<file path="src/rtl/lc4_wb_arbiter_pkg.sv">
// Shared types and constants for the LC4 register-file write-port arbiter.
package lc4_wb_arbiter_pkg;

  localparam int REG_IDX_W = 3;
  localparam int NUM_REGS  = 8;

  typedef enum logic {
    ST_NORMAL = 1'b0,
    ST_FORCE  = 1'b1
  } arb_state_e;

  function automatic logic [3:0] popcount8(input logic [NUM_REGS-1:0] v);
    logic [3:0] c;
    c = '0;
    for (int i = 0; i < NUM_REGS; i++) begin
      c = c + {3'b000, v[i]};
    end
    return c;
  endfunction

endpackage

</file>
<file path="src/rtl/lc4_wb_arbiter_if.sv">
// Writeback bundle between the W stage / long-latency unit, decode and the regfile write port.
interface lc4_wb_arbiter_if #(parameter int n = 16);
  import lc4_wb_arbiter_pkg::*;

  logic                 i_a_we;
  logic [REG_IDX_W-1:0] i_a_rd;
  logic [n-1:0]         i_a_wdata;
  logic                 i_b_issue;
  logic [REG_IDX_W-1:0] i_b_issue_rd;
  logic                 o_b_issue_ok;
  logic                 i_b_valid;
  logic [REG_IDX_W-1:0] i_b_rd;
  logic [n-1:0]         i_b_wdata;
  logic                 o_b_ready;
  logic [REG_IDX_W-1:0] i_rs;
  logic [REG_IDX_W-1:0] i_rt;
  logic                 o_rs_busy;
  logic                 o_rt_busy;
  logic                 o_stall_a;
  logic [NUM_REGS-1:0]  o_pending;
  logic [REG_IDX_W-1:0] o_rd;
  logic [n-1:0]         o_wdata;
  logic                 o_rd_we;
  logic                 o_waw_err;

  modport slave (
    input  i_a_we, i_a_rd, i_a_wdata, i_b_issue, i_b_issue_rd,
           i_b_valid, i_b_rd, i_b_wdata, i_rs, i_rt,
    output o_b_issue_ok, o_b_ready, o_rs_busy, o_rt_busy, o_stall_a,
           o_pending, o_rd, o_wdata, o_rd_we, o_waw_err
  );

  modport master (
    output i_a_we, i_a_rd, i_a_wdata, i_b_issue, i_b_issue_rd,
           i_b_valid, i_b_rd, i_b_wdata, i_rs, i_rt,
    input  o_b_issue_ok, o_b_ready, o_rs_busy, o_rt_busy, o_stall_a,
           o_pending, o_rd, o_wdata, o_rd_we, o_waw_err
  );

endinterface

</file>
<file path="src/rtl/lc4_wb_scoreboard.sv">
// Pending-write scoreboard for long-latency results; busy/issue_ok are combinational,
// pending bits update on gwe-qualified edges.
module lc4_wb_scoreboard
  import lc4_wb_arbiter_pkg::*;
#(
  parameter int MAX_PENDING = 4
) (
  input  logic                 clk,
  input  logic                 rst,
  input  logic                 gwe_i,
  input  logic                 issue_i,
  input  logic [REG_IDX_W-1:0] issue_rd_i,
  input  logic                 clr_i,
  input  logic [REG_IDX_W-1:0] clr_rd_i,
  input  logic [REG_IDX_W-1:0] rs_i,
  input  logic [REG_IDX_W-1:0] rt_i,
  output logic                 issue_ok_o,
  output logic                 rs_busy_o,
  output logic                 rt_busy_o,
  output logic [NUM_REGS-1:0]  pending_o
);

  localparam logic [3:0] MAX_P = 4'(MAX_PENDING);

  logic [NUM_REGS-1:0] pending_q, pending_d;
  logic [NUM_REGS-1:0] clr_mask, set_mask;
  logic [3:0]          count_after_clr;

  assign clr_mask = clr_i ? (NUM_REGS'(1) << clr_rd_i) : '0;

  // A slot freed by this cycle's writeback can be reused by a same-cycle issue;
  // the per-register check stays on the raw bit so one register never sets and clears at once.
  assign count_after_clr = popcount8(pending_q & ~clr_mask);
  assign issue_ok_o      = !pending_q[issue_rd_i] && (count_after_clr < MAX_P);

  assign set_mask  = (issue_i && issue_ok_o) ? (NUM_REGS'(1) << issue_rd_i) : '0;
  assign pending_d = (pending_q & ~clr_mask) | set_mask;

  assign rs_busy_o = pending_q[rs_i] & ~clr_mask[rs_i];
  assign rt_busy_o = pending_q[rt_i] & ~clr_mask[rt_i];
  assign pending_o = pending_q;

  always_ff @(posedge clk or negedge rst) begin
    if (!rst) begin
      pending_q <= '0;
    end else if (gwe_i) begin
      pending_q <= pending_d;
    end
  end

endmodule

</file>
<file path="src/rtl/lc4_wb_arbiter.sv">
// Arbitrates the single regfile write port between W-stage writeback (A) and a long-latency unit (B).
// Zero-latency combinational grant; A has priority, B is force-granted after STARVE_LIMIT denials.
module lc4_wb_arbiter
  import lc4_wb_arbiter_pkg::*;
#(
  parameter int n            = 16,
  parameter int STARVE_LIMIT = 4,
  parameter int MAX_PENDING  = 4
) (
  input  logic                   clk,
  input  logic                   rst,
  input  logic                   gwe,
  lc4_wb_arbiter_if.slave        bus
);

  localparam logic [3:0] STARVE_LIM = 4'(STARVE_LIMIT);

  arb_state_e          state_q, state_d;
  logic [3:0]          starve_q, starve_d;
  logic                waw_q, waw_d;
  logic                grant_a, grant_b, stall;
  logic [NUM_REGS-1:0] pending;

  always_comb begin
    state_d  = state_q;
    starve_d = starve_q;
    grant_a  = 1'b0;
    grant_b  = 1'b0;
    stall    = 1'b0;
    case (state_q)
      ST_NORMAL: begin
        grant_a = bus.i_a_we;
        grant_b = !bus.i_a_we && bus.i_b_valid;
        if (bus.i_b_valid && !grant_b) begin
          if (starve_q + 4'd1 == STARVE_LIM) begin
            state_d  = ST_FORCE;
            starve_d = '0;
          end else begin
            starve_d = starve_q + 4'd1;
          end
        end else begin
          starve_d = '0;
        end
      end
      ST_FORCE: begin
        stall    = 1'b1;
        grant_b  = bus.i_b_valid;
        starve_d = '0;
        state_d  = ST_NORMAL;
      end
      default: state_d = ST_NORMAL;
    endcase
    // No write reaches the regfile while reset is held, whatever the inputs say.
    if (!rst) begin
      grant_a = 1'b0;
      grant_b = 1'b0;
    end
  end

  assign waw_d = waw_q | (grant_a & pending[bus.i_a_rd]);

  always_ff @(posedge clk or negedge rst) begin
    if (!rst) begin
      state_q  <= ST_NORMAL;
      starve_q <= '0;
      waw_q    <= 1'b0;
    end else if (gwe) begin
      state_q  <= state_d;
      starve_q <= starve_d;
      waw_q    <= waw_d;
    end
  end

  lc4_wb_scoreboard #(.MAX_PENDING(MAX_PENDING)) u_sb (
    .clk        (clk),
    .rst        (rst),
    .gwe_i      (gwe),
    .issue_i    (bus.i_b_issue),
    .issue_rd_i (bus.i_b_issue_rd),
    .clr_i      (grant_b),
    .clr_rd_i   (bus.i_b_rd),
    .rs_i       (bus.i_rs),
    .rt_i       (bus.i_rt),
    .issue_ok_o (bus.o_b_issue_ok),
    .rs_busy_o  (bus.o_rs_busy),
    .rt_busy_o  (bus.o_rt_busy),
    .pending_o  (pending)
  );

  assign bus.o_pending = pending;
  assign bus.o_rd      = grant_a ? bus.i_a_rd    : (grant_b ? bus.i_b_rd    : '0);
  assign bus.o_wdata   = grant_a ? bus.i_a_wdata : (grant_b ? bus.i_b_wdata : '0);
  assign bus.o_rd_we   = grant_a | grant_b;
  assign bus.o_b_ready = grant_b;
  assign bus.o_stall_a = stall;
  assign bus.o_waw_err = waw_q;

endmodule

</file>
<file path="src/flat_wrapper.sv">
// flat-port wrapper written by rule: the top's interface ports become plain ports
module lc4_wb_arbiter_flat import lc4_wb_arbiter_pkg::*;
#(
  parameter int n            = 16,
  parameter int STARVE_LIMIT = 4,
  parameter int MAX_PENDING  = 4
)
  (clk, rst, gwe, bus_i_a_we, bus_i_a_rd, bus_i_a_wdata, bus_i_b_issue, bus_i_b_issue_rd, bus_i_b_valid, bus_i_b_rd, bus_i_b_wdata, bus_i_rs, bus_i_rt, bus_o_b_issue_ok, bus_o_b_ready, bus_o_rs_busy, bus_o_rt_busy, bus_o_stall_a, bus_o_pending, bus_o_rd, bus_o_wdata, bus_o_rd_we, bus_o_waw_err);
  lc4_wb_arbiter_if #(.n(n)) bus_i ();
  input  logic clk;
  input  logic rst;
  input  logic gwe;
  input wire logic [$bits(bus_i.i_a_we)-1:0] bus_i_a_we;
  input wire logic [$bits(bus_i.i_a_rd)-1:0] bus_i_a_rd;
  input wire logic [$bits(bus_i.i_a_wdata)-1:0] bus_i_a_wdata;
  input wire logic [$bits(bus_i.i_b_issue)-1:0] bus_i_b_issue;
  input wire logic [$bits(bus_i.i_b_issue_rd)-1:0] bus_i_b_issue_rd;
  input wire logic [$bits(bus_i.i_b_valid)-1:0] bus_i_b_valid;
  input wire logic [$bits(bus_i.i_b_rd)-1:0] bus_i_b_rd;
  input wire logic [$bits(bus_i.i_b_wdata)-1:0] bus_i_b_wdata;
  input wire logic [$bits(bus_i.i_rs)-1:0] bus_i_rs;
  input wire logic [$bits(bus_i.i_rt)-1:0] bus_i_rt;
  output wire logic [$bits(bus_i.o_b_issue_ok)-1:0] bus_o_b_issue_ok;
  output wire logic [$bits(bus_i.o_b_ready)-1:0] bus_o_b_ready;
  output wire logic [$bits(bus_i.o_rs_busy)-1:0] bus_o_rs_busy;
  output wire logic [$bits(bus_i.o_rt_busy)-1:0] bus_o_rt_busy;
  output wire logic [$bits(bus_i.o_stall_a)-1:0] bus_o_stall_a;
  output wire logic [$bits(bus_i.o_pending)-1:0] bus_o_pending;
  output wire logic [$bits(bus_i.o_rd)-1:0] bus_o_rd;
  output wire logic [$bits(bus_i.o_wdata)-1:0] bus_o_wdata;
  output wire logic [$bits(bus_i.o_rd_we)-1:0] bus_o_rd_we;
  output wire logic [$bits(bus_i.o_waw_err)-1:0] bus_o_waw_err;
  assign bus_i.i_a_we = bus_i_a_we;
  assign bus_i.i_a_rd = bus_i_a_rd;
  assign bus_i.i_a_wdata = bus_i_a_wdata;
  assign bus_i.i_b_issue = bus_i_b_issue;
  assign bus_i.i_b_issue_rd = bus_i_b_issue_rd;
  assign bus_i.i_b_valid = bus_i_b_valid;
  assign bus_i.i_b_rd = bus_i_b_rd;
  assign bus_i.i_b_wdata = bus_i_b_wdata;
  assign bus_i.i_rs = bus_i_rs;
  assign bus_i.i_rt = bus_i_rt;
  assign bus_o_b_issue_ok = bus_i.o_b_issue_ok;
  assign bus_o_b_ready = bus_i.o_b_ready;
  assign bus_o_rs_busy = bus_i.o_rs_busy;
  assign bus_o_rt_busy = bus_i.o_rt_busy;
  assign bus_o_stall_a = bus_i.o_stall_a;
  assign bus_o_pending = bus_i.o_pending;
  assign bus_o_rd = bus_i.o_rd;
  assign bus_o_wdata = bus_i.o_wdata;
  assign bus_o_rd_we = bus_i.o_rd_we;
  assign bus_o_waw_err = bus_i.o_waw_err;
  lc4_wb_arbiter #(.n(n), .STARVE_LIMIT(STARVE_LIMIT), .MAX_PENDING(MAX_PENDING)) u_core (.clk(clk), .rst(rst), .gwe(gwe), .bus(bus_i));
endmodule
</file>
<file path="config.mk">
export PLATFORM = sky130hd
export DESIGN_NAME = lc4_wb_arbiter_flat
export DESIGN_NICKNAME = d
export VERILOG_FILES = /design/src/rtl/lc4_wb_arbiter_pkg.sv /design/src/rtl/lc4_wb_arbiter_if.sv /design/src/rtl/lc4_wb_scoreboard.sv /design/src/rtl/lc4_wb_arbiter.sv /design/src/flat_wrapper.sv
export SDC_FILE = /design/constraint.sdc
export NUM_CORES = 1
export LEC_CHECK = 0
export BUFFER_PORTS_ARGS = -buffer_cell sky130_fd_sc_hd__buf_2
export CAP_MARGIN = 10
export CORE_AREA = 2 2 57 59
export CTS_BUF_LIST = sky130_fd_sc_hd__clkbuf_8
export DETAILED_ROUTE_END_ITERATION = 10
export DIE_AREA = 0 0 59 61
export PLACE_DENSITY = 0.95
export SYNTH_ARGS = -nofsm -noshare
export SYNTH_HDL_FRONTEND = slang
export SYNTH_SLANG_ARGS = --single-unit
export TNS_END_PERCENT = 10
</file>
<file path="constraint.sdc">
create_clock -name clk -period 8.8 [get_ports clk]
set_input_delay 1.76 -clock clk [delete_from_list [all_inputs] [get_ports clk]]
set_output_delay 1.76 -clock clk [all_outputs]
set_load 0.02 [all_outputs]
</file>
# Word-level counts from Yosys, hierarchy flattened
# Index checks and enable logic that the tools add are counted.
[totals]
in_bits = 53
register_bits = 14
out_inout_bits = 34
[op_classes]
mux = 29
n_eq_ne = 1
order_cmp = 5
reduce_logical = 7
add_sub_neg = 8
shifts = 2
bitwise_logic = 11
[op_table]
columns = ["operator", "count"]
rows = [
  ["2-to-1 mux 16 bit", 2],
  ["binary-select mux 1 bit (select 3 bit)", 6],
  ["adder 4 x 1 -> 4 bit", 4],
  ["less-than comparator 3 x 4 -> 1 bit (second input constant)", 4],
  ["2-to-1 mux 8 bit", 2],
  ["<< shifter 1 x 3 -> 8 bit (first input constant)", 2],
  ["2-to-1 mux 1 bit", 12],
  ["bitwise AND 8 bit", 1],
  ["2-to-1 mux 4 bit", 2],
  ["inverter 8 bit", 1],
  ["OR 8 bit", 1],
  ["one-hot mux 4 bit (2 select lines)", 1],
  ["2-to-1 mux 3 bit", 2],
  ["adder 3 x 1 -> 4 bit", 1],
  ["adder 4 x 1 -> 4 bit (second input constant)", 1],
  ["equality test 4 x 3 -> 1 bit (second input constant)", 1],
  ["logical AND 1 bit", 4],
  ["less-than comparator 4 x 3 -> 1 bit (second input constant)", 1],
  ["one-hot mux 1 bit (2 select lines)", 2],
  ["adder 2 x 1 -> 3 bit", 1],
  ["bitwise AND 1 bit", 3],
  ["zero test 1 bit", 3],
  ["inverter 1 bit", 3],
  ["adder 1 x 1 -> 2 bit", 1],
  ["OR 1 bit", 2],
]

# Longest topological paths before layout
[logic_depth]
word_depth = 19
ltp_mapped = 14

# Hierarchy
# Synthesis repeated with hierarchy kept, for this count alone.
[hier_totals]
cells_unflattened = 164
area_unflattened_um2 = 1482.7
[by_module_without_submodules]
columns = ["module", "area_per_inst_um2", "n_inst", "cells_per_inst"]
rows = [
  ["lc4_wb_scoreboard", 890.9, 1, 101],
  ["lc4_wb_arbiter", 591.8, 1, 63],
]

# Worst setup path after synthesis
# OpenSTA, ideal clock, no wires.
[synth_path]
kind = "input-to-output"
start = "in bus_i_a_we"
end = "out bus_o_b_issue_ok"
path_stages = 12
setup_slack_ns = 1.706
arrival_ns = 5.334
required_ns = 7.040
path_cell_list = "nor2b_1 -> buf_6 -> or3_1 -> buf_2 -> o21ai_0 -> fa_1 -> fa_1 -> inv_1 -> fa_1 -> ha_1 -> o2111a_1 -> nor4_1"
[synth_via]
elab_chain_cells = 16
[synth_rtl]
columns = ["item", "line_no", "rtl"]
rows = [
  ["from (decl)", "flat_wrapper.sv:13", "input wire logic [$bits(bus_i.i_a_we)-1:0] bus_i_a_we;"],
  ["zero test 1 bit (*)", "lc4_wb_arbiter.sv:33", "grant_b = !bus.i_a_we && bus.i_b_valid;"],
  ["logical AND 1 bit (*)", "lc4_wb_arbiter.sv:33", ""],
  ["one-hot mux 1 bit (2 select lines) (*)", "lc4_wb_arbiter.sv:30", "case (state_q)"],
  ["2-to-1 mux 1 bit (*)", "lc4_wb_arbiter.sv:54", "if (!rst) begin"],
  ["2-to-1 mux 8 bit (*)", "lc4_wb_scoreboard.sv:29", "assign clr_mask = clr_i ? (NUM_REGS'(1) << clr_rd_i) : '0;"],
  ["inverter 8 bit (*)", "lc4_wb_scoreboard.sv:33", "assign count_after_clr = popcount8(pending_q & ~clr_mask);"],
  ["bitwise AND 8 bit (*)", "lc4_wb_scoreboard.sv:33", ""],
  ["adder 1 x 1 -> 2 bit", "lc4_wb_arbiter_pkg.sv:16", "c = c + {3'b000, v[i]};"],
  ["adder 2 x 1 -> 3 bit", "lc4_wb_arbiter_pkg.sv:16", ""],
  ["adder 3 x 1 -> 4 bit", "lc4_wb_arbiter_pkg.sv:16", ""],
  ["adder 4 x 1 -> 4 bit (3 in series)", "lc4_wb_arbiter_pkg.sv:16", ""],
  ["adder 4 x 1 -> 4 bit (*)", "lc4_wb_arbiter_pkg.sv:16", ""],
  ["less-than comparator 4 x 3 -> 1 bit (*)", "lc4_wb_scoreboard.sv:34", "assign issue_ok_o = !pending_q[issue_rd_i] && (count_after_clr < MAX_P);"],
  ["logical AND 1 bit (*)", "lc4_wb_scoreboard.sv:34", ""],
  ["to (decl)", "flat_wrapper.sv:23", "output wire logic [$bits(bus_i.o_b_issue_ok)-1:0] bus_o_b_issue_ok;"],
]
# Every way passes the cells marked *; elsewhere a longest branch is shown, timed or not.

# Final worst setup path
[layout_path]
start = "in rst"
end = "out bus_o_b_issue_ok"
[layout_via]
elab_chain_cells = 13
[layout_rtl]
columns = ["item", "line_no", "rtl"]
rows = [
  ["from (decl)", "flat_wrapper.sv:11", "input logic rst;"],
  ["2-to-1 mux 1 bit (*)", "lc4_wb_arbiter.sv:54", ""],
  ["2-to-1 mux 8 bit (*)", "lc4_wb_scoreboard.sv:29", ""],
  ["inverter 8 bit (*)", "lc4_wb_scoreboard.sv:33", ""],
  ["bitwise AND 8 bit (*)", "lc4_wb_scoreboard.sv:33", ""],
  ["adder 1 x 1 -> 2 bit", "lc4_wb_arbiter_pkg.sv:16", ""],
  ["adder 2 x 1 -> 3 bit", "lc4_wb_arbiter_pkg.sv:16", ""],
  ["adder 3 x 1 -> 4 bit", "lc4_wb_arbiter_pkg.sv:16", ""],
  ["adder 4 x 1 -> 4 bit (3 in series)", "lc4_wb_arbiter_pkg.sv:16", ""],
  ["adder 4 x 1 -> 4 bit (*)", "lc4_wb_arbiter_pkg.sv:16", ""],
  ["less-than comparator 4 x 3 -> 1 bit (*)", "lc4_wb_scoreboard.sv:34", ""],
  ["logical AND 1 bit (*)", "lc4_wb_scoreboard.sv:34", ""],
]
# Marks and branches as above.

==> flow_summary.json <==
{
  "ant_nets": 0,
  "grt_use_total": 0.230,
  "dp_hpwl_um": 3140,
  "postLayoutCellArea_mm2": 0.00188,
  "status": "finished, final reports clean",
  "synth_ff_type": "dfrtp_1",
  "hold_buffers": 0,
  "fin_ws_ps": 1560,
  "syn_avg_cell_area_um2": 8.85,
  "numCtsBuffers": 3,
  "fin_tns_setup_ps": 0,
  "ys_ff_latch": 14,
  "rows": 20,
  "die_h_um": 61,
  "min_to": "u_core.bus.o_waw_err",
  "r2r-end": "u_core.u_sb.pending_o[0]",
  "synth_area_mm2": 0.00139,
  "crit_arrival_ps": 5480,
  "grt_max_degree": 23,
  "tritoncts": "built",
  "finalCriticalPeriod_ps": 7240,
  "diodes": 0,
  "slew_headroom": 0.492,
  "hold_depth": 1,
  "clkTransAtPathRegs_ps": 60,
  "synthArstFlopShare": 1.00,
  "die_w_um": 59,
  "synth_edf_count": 0,
  "drt-total-wl_um": 3980,
  "port_buffers": 86,
  "powerDensity_mw_per_mm2": 251,
  "syn_inst": 157,
  "core_area_mm2": 0.00295,
  "dpl_cell_area_mm2": 0.00182,
  "final_cells": 271,
  "boundaryPins": 87,
  "peakVddDrop_uv": 131,
  "drive_above_1_share": 0.424,
  "drc": 0,
  "post_cts_resized": 0,
  "yosysWarnings": 0,
  "min-delay-start": "u_core.bus.o_waw_err",
  "post_drt_wl_per_cell_um": 14.7,
  "clock-sinks": 14,
  "hold_class": "flop to flop",
  "antenna_found_initial": 0,
  "cap_violations": 0,
  "cp-end-kind": "primary output",
  "r2r_cells": 11,
  "dr.first_iter.drc_count": 94,
  "via_per_inst": 5.89,
  "postCtsSetupBuffers": 0,
  "grt-ovfl-total": 0,
  "dp_slack_ps": 1540,
  "power_leakage_nw": 0.975,
  "critPathLaunchType": "primary input",
  "critical_path_class": "primary input to primary output",
  "gp_congestion": 0.856,
  "dp.cells": 267,
  "ys_seq_area_frac": 0.252,
  "setup-violations-final": 0,
  "crit_required_ps": 7040,
  "p_total_mw": 0.470,
  "htree_levels": 1,
  "hold_viol": 0,
  "ys_types": 40,
  "grt_pass1_wl_um": 6340,
  "rsz0062_at_grt": "false",
  "dr.pass1.iters": 4,
  "start_util": 0.471,
  "slew_violations": 0,
  "fin_skew_ps": 1.67,
  "syn_nets": 217,
  "vias": 1596,
  "clock_latency_ps": 240,
  "r2r_start": "u_core.state_q",
  "rrSetupSlack_ps": 4590,
  "path_max_fanout": 17,
  "post-route-period-util": 0.823,
  "grt_pass1_vias": 1460,
  "worst_slew_pin_slew_ps": 752,
  "cts_root_buf": "clkbuf_8",
  "syn_to_final_growth_pct": 35.0,
  "nets": 299,
  "ctsLongestPathBuffers": 2,
  "fmax_ghz": 0.138,
  "dieArea_mm2": 0.00360
}
==> state kept, by name, summed over array words and instances (netlist names) <==
name,flops
u_core.bus.o_waw_err,1
u_core.starve_q,4
u_core.state_q,1
u_core.u_sb.pending_o,8
==> cell type report <==
type / instances / area [um2]
clock buffers: 4 / 55.1
fillers: 249 / 1080
inverters: 13 / 48.8
multi-input cells: 120 / 943
flip-flops and latches: 14 / 350
well taps: 33 / 41.3
repair buffers: 87 / 438
==> cells in the final DEF, fill, tap and decap left out, types with 2 or more instances in the layout <==
cell      Yosys  final
buf_2         1     86
o21ai_0      20     20
a22o_1       18     18
nand2_1      14     14
dfrtp_1      14     14
inv_1        13     13
nor2_1        5      5
o41ai_1       5      5
nand3_1       4      4
ha_1          4      4
clkbuf_8      0      4
nand2b_1      3      3
mux4_2        3      3
mux2_2        3      3
o31ai_1       3      3
mux2i_1       3      3
o211ai_1      3      3
fa_1          3      3
nor2b_1       2      2
or3_1         2      2
o2111a_1      2      2
nor4_1        2      2
xor2_1        2      2
nor3_1        2      2
xnor2_1       2      2
a31oi_1       2      2
or4_4         2      2
==> where the power goes <==
part / internal (mW) / leakage [nW] / total (mW) / switching (mW)
sequential: 0.0852 / 0.177 / 0.118 / 0.0324
combinational: 0.127 / 0.770 / 0.292 / 0.164
clock: 0.0395 / 0.0288 / 0.0611 / 0.0216
total: 0.252 / 0.975 / 0.470 / 0.218
==> stage by stage <==
stage | util | hold slack [ps]
global placement | 0.617 | 448
CTS | 0.636 | 468
global route | 0.636 | 483
detailed placement | 0.617 | 456
floorplan | - | 491
finish | 0.636 | 464
==> worst max-delay path, stage by stage <==
cell and delay (ps):
buf_2 300, nand2_1 220, or3_1 460, o21ai_0 430, fa_1 510, fa_1 510
inv_1 50, fa_1 410, ha_1 280, o2111a_1 160, nor4_1 160, buf_2 210
==> cell families after synthesis <==
logic type / Yosys count / synth area share
xor+xnor: 4 / 0.0252
fa+ha+maj: 7 / 0.0792
flops: 14 / 0.252
compound gates: 60 / 0.317
mux: 10 / 0.113
simple gates: 39 / 0.144
buf+inv: 23 / 0.0693
==> worst max path at each step <==
| stage | startpoint | endpoint | slack (ps) |
|---|---|---|---|
| final | rst | bus_o_b_issue_ok | 1560 |
| after global routing | rst | bus_o_b_issue_ok | 1210 |
| after CTS | rst | bus_o_b_issue_ok | 1540 |
| after detailed placement | rst | bus_o_b_issue_ok | 1540 |
| after global placement | rst | bus_o_b_issue_ok | 1620 |
| after floorplan | bus_i_a_we | bus_o_b_issue_ok | 1710 |
==> layer usage <==
layer | part of all wire | vias to the layer above | wire length, um | GRT usage
met5 | 0 | - | 0 | 0
met4 | 0.0073 | 0 | 29 | 0.0682
met3 | 0.11 | 4 | 435 | 0.0405
met2 | 0.49 | 104 | 1960 | 0.416
met1 | 0.39 | 727 | 1560 | 0.280
li1 | - | 761 | - | -
==> Yosys cell counts, types with 3 or more instances <==
library cell / instances / area [um2]
fa_1: 3 / 60.1
nor2_1: 5 / 18.8
o21ai_0: 20 / 100
o211ai_1: 3 / 22.5
mux2i_1: 3 / 30.0
clkbuf_1: 7 / 26.3
o41ai_1: 5 / 43.8
mux4_2: 3 / 67.6
nand2_1: 14 / 52.6
inv_1: 13 / 48.8
nand3_1: 4 / 20.0
nand2b_1: 3 / 18.8
o31ai_1: 3 / 22.5
mux2_2: 3 / 33.8
ha_1: 4 / 50.1
a22o_1: 18 / 158
dfrtp_1: 14 / 350
Note: power is estimated with default switching activity, not from simulation.
